===== config.mk =====
export PLATFORM = sky130hd
export DESIGN_NAME = fp_mul_mant_iter
export DESIGN_NICKNAME = d
export VERILOG_FILES = /design/src/rtl/fp_mul_mant_iter.sv
export SDC_FILE = /design/constraint.sdc
export NUM_CORES = 1
export LEC_CHECK = 0
export ABC_CLOCK_PERIOD_IN_PS = 6700
export CAP_MARGIN = 20
export CELL_PAD_IN_SITES_DETAIL_PLACEMENT = 1
export CELL_PAD_IN_SITES_GLOBAL_PLACEMENT = 2
export CORE_MARGIN = 4
export CORE_UTILIZATION = 35
export CTS_BUF_LIST = sky130_fd_sc_hd__clkbuf_16
export DETAILED_ROUTE_END_ITERATION = 8
export GPL_TIMING_DRIVEN = 1
export PLACE_DENSITY_LB_ADDON = 0.15
export SYNTH_ARGS = -nofsm -noshare
export SYNTH_HDL_FRONTEND = slang
export SYNTH_SLANG_ARGS = --single-unit

===== constraint.sdc =====
create_clock -name clk -period 6.7 [get_ports clk]
set_clock_uncertainty 0.1 [all_clocks]
set_input_delay 1.34 -clock clk [delete_from_list [all_inputs] [get_ports clk]]
set_output_delay 1.34 -clock clk [all_outputs]
set_load 0.05 [all_outputs]

===== src/rtl/fp_mul_mant_iter.sv =====
// Iterative radix-2 shift-and-add mantissa multiplier with one-step normalization.
// Optional FP_MUL_ZERO_SKIP_EN: zero operands bypass the iterations and finish in one cycle.
module fp_mul_mant_iter #(
  parameter int unsigned MANT_W = 24,
  parameter int unsigned CNT_W  = 5
) (
  input  logic              clk,
  input  logic              rst_n,
  input  logic              in_valid,
  output logic              in_ready,
  input  logic [MANT_W-1:0] mant_a,
  input  logic [MANT_W-1:0] mant_b,
  output logic              out_valid,
  input  logic              out_ready,
  output logic [MANT_W-1:0] mant_out,
  output logic              guard_bit,
  output logic              round_bit,
  output logic [MANT_W-3:0] discard,
  output logic              norm_inc
);

  typedef enum logic [1:0] {StIdle, StBusy, StDone} state_e;

  state_e              state_q, state_d;
  logic [MANT_W-1:0]   a_q, a_d;
  logic [MANT_W:0]     acc_q, acc_d;
  logic [MANT_W-1:0]   mplr_q, mplr_d;
  logic [CNT_W-1:0]    cnt_q, cnt_d;
  logic [MANT_W-1:0]   mant_q, mant_d;
  logic                guard_q, guard_d;
  logic                round_q, round_d;
  logic [MANT_W-3:0]   discard_q, discard_d;
  logic                norm_q, norm_d;

  logic [MANT_W:0]     sum;
  logic [2*MANT_W-1:0] prod;
`ifdef FP_MUL_ZERO_SKIP_EN
  logic                zero_op;
`endif

  always_comb begin
    state_d   = state_q;
    a_d       = a_q;
    acc_d     = acc_q;
    mplr_d    = mplr_q;
    cnt_d     = cnt_q;
    mant_d    = mant_q;
    guard_d   = guard_q;
    round_d   = round_q;
    discard_d = discard_q;
    norm_d    = norm_q;

    sum  = acc_q + (mplr_q[0] ? {1'b0, a_q} : '0);
    // Full product as it stands after this iteration's right shift.
    prod = {sum, mplr_q[MANT_W-1:1]};
`ifdef FP_MUL_ZERO_SKIP_EN
    zero_op = (mant_a == '0) || (mant_b == '0);
`endif

    unique case (state_q)
      StIdle: begin
        if (in_valid) begin
          a_d     = mant_a;
          mplr_d  = mant_b;
          acc_d   = '0;
          cnt_d   = '0;
          state_d = StBusy;
`ifdef FP_MUL_ZERO_SKIP_EN
          if (zero_op) begin
            state_d   = StDone;
            mant_d    = '0;
            guard_d   = 1'b0;
            round_d   = 1'b0;
            discard_d = '0;
            norm_d    = 1'b0;
          end
`endif
        end
      end
      StBusy: begin
        acc_d  = {1'b0, sum[MANT_W:1]};
        mplr_d = {sum[0], mplr_q[MANT_W-1:1]};
        cnt_d  = cnt_q + CNT_W'(1);
        if (cnt_q == CNT_W'(MANT_W - 1)) begin
          state_d = StDone;
          if (prod[2*MANT_W-1]) begin
            mant_d    = prod[2*MANT_W-1 -: MANT_W];
            guard_d   = prod[MANT_W-1];
            round_d   = prod[MANT_W-2];
            discard_d = prod[MANT_W-3:0];
            norm_d    = 1'b1;
          end else begin
            mant_d    = prod[2*MANT_W-2 -: MANT_W];
            guard_d   = prod[MANT_W-2];
            round_d   = prod[MANT_W-3];
            discard_d = {prod[MANT_W-4:0], 1'b0};
            norm_d    = 1'b0;
          end
        end
      end
      StDone: begin
        if (out_ready) state_d = StIdle;
      end
      default: state_d = StIdle;
    endcase
  end

  always_ff @(posedge clk or negedge rst_n) begin
    if (!rst_n) begin
      state_q   <= StIdle;
      a_q       <= '0;
      acc_q     <= '0;
      mplr_q    <= '0;
      cnt_q     <= '0;
      mant_q    <= '0;
      guard_q   <= 1'b0;
      round_q   <= 1'b0;
      discard_q <= '0;
      norm_q    <= 1'b0;
    end else begin
      state_q   <= state_d;
      a_q       <= a_d;
      acc_q     <= acc_d;
      mplr_q    <= mplr_d;
      cnt_q     <= cnt_d;
      mant_q    <= mant_d;
      guard_q   <= guard_d;
      round_q   <= round_d;
      discard_q <= discard_d;
      norm_q    <= norm_d;
    end
  end

  assign in_ready  = (state_q == StIdle);
  assign out_valid = (state_q == StDone);
  assign mant_out  = mant_q;
  assign guard_bit = guard_q;
  assign round_bit = round_q;
  assign discard   = discard_q;
  assign norm_inc  = norm_q;

endmodule


==> results list <==
- In this run the post-CTS setup repair buffer count came out at 0.
* Via count: 6106
* Routed len/inst: 17.22 µm
- Library cell contributing the largest single delay on the critical path: sky130_fd_sc_hd__dfrtp_1
- Dominant synthesized flop cell: sky130_fd_sc_hd__dfrtp_1
- For this configuration, the core starts out at a cell density of 0.3597.
* Maximum root-to-sink buffer count: 2
* Number of H-tree levels: 4
- For this run, the slowest stage of the critical path takes 0.82 ns.
* Syn Area/Cell: between 8 and 9 µm²
* Power per Cell Area: 620.4 nW/µm²
- The analysis attributes to net switching a power of between 2 and 3 mW.
- Overall global routing resource usage: 0.1945
* Worst Path Buf+Inv: 2
- The count of nets left with antenna violations once routing finished came out at 0.
- Detail-routed via count per cell: roughly 5.2
- The signal on the critical path passes through and2_1 > ha_1 > inv_1 > fa_1 > nor2b_1 > o21ba_1 > o21a_1 > a211o_1 > a211oi_2 > o21ai_4 > buf_4 > o21ai_0 > o22a_1.
- The number of slew-limit violations in the final report came to 0.
* Worst min-delay path category: flop to flop
- Period utilisation layout: 0.6146
- Clock sink count: 128
- The Yosys step of the flow raised 0 warnings.
* CTS-repair resized insts: 0
- Antenna violations before repair: 0
- Final hold violations: 0
- Grt met3 use: 0.03609
- STA classifies the critical path startpoint as a flop.
* Net count of the mapped netlist: 908
- For the pin with the worst max-slew slack, the measured transition is roughly 0.97 ns.
- Max Freq: ~240 MHz
* Final Non-Filler Cells: between 1000 and 1500
- The final layout contains routed wiring with a total length of ~20 mm.
* Vias in the first global route: slightly below 7000
- Maximum net fanout on the critical path: 30
- Total number of nets in the final design: between 900 and 1000
- Fillers: between 2000 and 2500
- Clk Latency, worst-skew pair: ~0.42 ns
- The share of total power dissipated in the clock network is 0.176.
* Die Width: between 100 and 150 µm
- Outcome: finished, final reports clean
- Relative to the synthesized area, the layout overhead comes to 27.23%.
* Clock-pin slew reported for the worst setup and hold paths after clock tree synthesis: about 0.060 ns
* Detailed Place HPWL: ~13 mm
- For this run, the detailed router's first-pass iteration total came to 4.
* Setup tns final: 0 ns
- Counting flops with an async set or reset pin after synthesis yields a share of 1.000.
- The tool flagged a number of max-cap violations equal to 0.
- In this run the vertical extent of the chip is approximately 150 µm.
- OpenSTA, run right after detailed placement, puts the worst setup slack at between 2 and 2.5 ns.
- Pin count of the biggest net entering global routing: 74
- Synthesis produced 830 cells.
- Unrepaired setup endpoints after global routing: false
- In this run the tightest slew margin relative to its limit is 0.3543.
- Wire length of the first global-routing pass: 34.62 mm
* Crit path capture type: flop
- Site Rows: 50
* Start-to-end type of the worst setup path: flop to flop
- In the layout the commonest cells are 222 x sky130_fd_sc_hd__nand2_1, 128 x sky130_fd_sc_hd__dfrtp_1, 101 x sky130_fd_sc_hd__clkdlybuf4s50_1, 98 x sky130_fd_sc_hd__a21oi_1, 87 x sky130_fd_sc_hd__nor2_1.
- CP Data Required Time: just under 7 ns
* Total overflow reported by the global router: 0
* Initial drt markers: approximately 270
* Netlist area before placement: slightly below 7000 µm²
* Internal Dissipation: 2.785 mW
- Buffers inserted to repair hold after CTS numbered 0.
- The root buffer cell chosen for the clock tree is sky130_fd_sc_hd__clkbuf_16.
* Leakage Power: around 4 nW
* DRC violations left: 0
- Final core utilization: 0.4577
- Met1 GRT Util: 0.2585
- Share of total power in sequential cells: 0.260
- The cell family contributing the most delay on the critical path is compound AO/OA/AOI/OAI gates.
- VDD sags by at most around 270 µV.
* Number of CTS-inserted buffers: 17
- Data arrives at the worst endpoint at about 4.3 ns.
- The number of antenna diodes in the final layout is 0.
- Core Area: 18890 µm²
* Most frequent standard cell in the layout excluding fill and tap cells: sky130_fd_sc_hd__nand2_1
* Sequential fraction of the synthesis area: 0.4713
* Gr busiest metal: met2
- Of the cells placed in the final design, the portion with a size suffix greater than 1 is 0.05761.
- Across all setup checks in the final design, the least slack found is between 2 and 3 ns.
- The synthesized netlist contains 46 unique library cells.
- TritonCTS built the clock tree.
- Setup violation total in the final timing report: 0
* Port bufs: between 100 and 150
* Worst Hold Margin: between 0.3 and 0.4 ns
- Synthesis-stage register bit count: 128
* Combinational share of power: 0.564
- Count of boundary I/O pins: 103
- Met2 track demand over resource in global routing: 0.3226
- The synthesized design contains 0 enable-type register cells.
* Die Footprint: ~22000 µm²
- Final weighted congestion of routability-driven global placement: ~0.86
* Instance count after placement with tap cells included: 1145
- Subtracting the final worst setup slack from the clock period gives between 4 and 5 ns.
- Switching Share: 0.4808
worst paths after layout:
path | cells past startpoint | slack (ns) | endpoint | start
max in group asynchronous | 2 | 4.22 | acc_q[16] | rst_n
min | 2 | 0.37 | a_q[3] | a_q[3]
max reg2reg | 13 | 2.58 | mant_out[1] | mplr_q[0]
min reg2reg | 2 | 0.37 | a_q[3] | a_q[3]
max | 13 | 2.58 | mant_out[1] | mplr_q[0]
min in group asynchronous | 1 | 0.95 | mplr_q[6] | rst_n
registers in the layout, indices dropped and copies added (netlist names):
| signal | count |
|---|---|
| state_q | 2 |
| guard_bit | 1 |
| a_q | 24 |
| acc_q | 24 |
| discard | 22 |
| mant_out | 24 |
| norm_inc | 1 |
| cnt_q | 5 |
| mplr_q | 24 |
| round_bit | 1 |
synthesized netlist by cell type (2+ instances only):
cell type | n | area (µm²)
sky130_fd_sc_hd__dfrtp_1 | 128 | 3203
sky130_fd_sc_hd__o21a_1 | 5 | 37.54
sky130_fd_sc_hd__xnor2_1 | 11 | 96.34
sky130_fd_sc_hd__and2_1 | 25 | 156.4
sky130_fd_sc_hd__inv_1 | 8 | 30.03
sky130_fd_sc_hd__buf_2 | 2 | 10.01
sky130_fd_sc_hd__and3_1 | 4 | 25.02
sky130_fd_sc_hd__nor3_1 | 3 | 15.01
sky130_fd_sc_hd__nand2_1 | 224 | 840.8
sky130_fd_sc_hd__a211oi_1 | 3 | 22.52
sky130_fd_sc_hd__buf_1 | 2 | 7.510
sky130_fd_sc_hd__a21oi_1 | 98 | 490.5
sky130_fd_sc_hd__o211ai_1 | 2 | 15.01
sky130_fd_sc_hd__nand4_1 | 3 | 18.77
sky130_fd_sc_hd__nand2b_1 | 8 | 50.05
sky130_fd_sc_hd__a22o_1 | 2 | 17.52
sky130_fd_sc_hd__o22a_1 | 4 | 35.03
sky130_fd_sc_hd__a21o_1 | 11 | 82.58
sky130_fd_sc_hd__ha_1 | 25 | 312.8
sky130_fd_sc_hd__nand3_1 | 32 | 160.2
sky130_fd_sc_hd__o21ai_1 | 5 | 25.02
sky130_fd_sc_hd__xor2_1 | 11 | 96.34
sky130_fd_sc_hd__buf_4 | 4 | 30.03
sky130_fd_sc_hd__a31oi_1 | 28 | 175.2
sky130_fd_sc_hd__nor2_1 | 87 | 326.6
sky130_fd_sc_hd__nor2b_1 | 5 | 31.28
sky130_fd_sc_hd__a31o_2 | 3 | 26.28
sky130_fd_sc_hd__o21ai_0 | 26 | 130.1
sky130_fd_sc_hd__clkbuf_1 | 44 | 165.2
cell type report:
cell class                 count  area [µm²]  share of cell area
multi-input combinational    641        3362              0.3888
sequential                   128        3203              0.3704
timing repair buffer         111        1131              0.1308
clock buffer                  17       425.4             0.04920
tap                          260       325.3             0.03762
clock inverter                15       170.2             0.01968
inverter                       8       30.03            0.003473
cells by family after synthesis:
| logic type | after synthesis | share of synthesized area |
|---|---|---|
| AO/OA/AOI/OAI | 196 | 0.1677 |
| XOR/XNOR | 22 | 0.02835 |
| adder cells (fa/ha/maj) | 26 | 0.04897 |
| buffers and inverters | 61 | 0.03737 |
| flip-flops | 128 | 0.4713 |
| multiplexers | 1 | 0.001473 |
| AND/OR/NAND/NOR | 396 | 0.2448 |
worst reg2reg max path, stage by stage, from the launching register on:
cell and delay [ns]:
sky130_fd_sc_hd__dfrtp_1 0.82, sky130_fd_sc_hd__and2_1 0.24, sky130_fd_sc_hd__ha_1 0.17, sky130_fd_sc_hd__inv_1 0.06
sky130_fd_sc_hd__fa_1 0.39, sky130_fd_sc_hd__nor2b_1 0.17, sky130_fd_sc_hd__o21ba_1 0.18, sky130_fd_sc_hd__o21a_1 0.22
sky130_fd_sc_hd__a211o_1 0.22, sky130_fd_sc_hd__a211oi_2 0.14, sky130_fd_sc_hd__o21ai_4 0.50, sky130_fd_sc_hd__buf_4 0.46
sky130_fd_sc_hd__o21ai_0 0.15, sky130_fd_sc_hd__o22a_1 0.19
power by group through the flow:
stage          sequential (mW)  combinational (mW)  clock [mW]
2_1_floorplan             1.75                1.79           0
3_3_place_gp              1.40                2.93           0
3_5_place_dp              1.41                3.00           0
4_1_cts                   1.40                3.03       0.970
5_1_grt                   1.44                3.38        1.01
6_report                  1.40                3.02       0.945
routing by layer:
layer	part of all wire	routed length, µm	up-vias
li1	-	-	2944
met1	0.48	9792	3036
met2	0.47	9559	105
met3	0.032	659	21
met4	0.015	303	0
met5	0	0	-
per-stage QoR:
stage                     power (mW)  cell area (µm²)
final                          5.365             8647
after floorplan                3.534             6797
after global placement         4.328             7984
after CTS                      5.398             8579
after global routing           5.829             8647
after detailed placement       4.410             7984
Power figures use the tool's default switching activity.
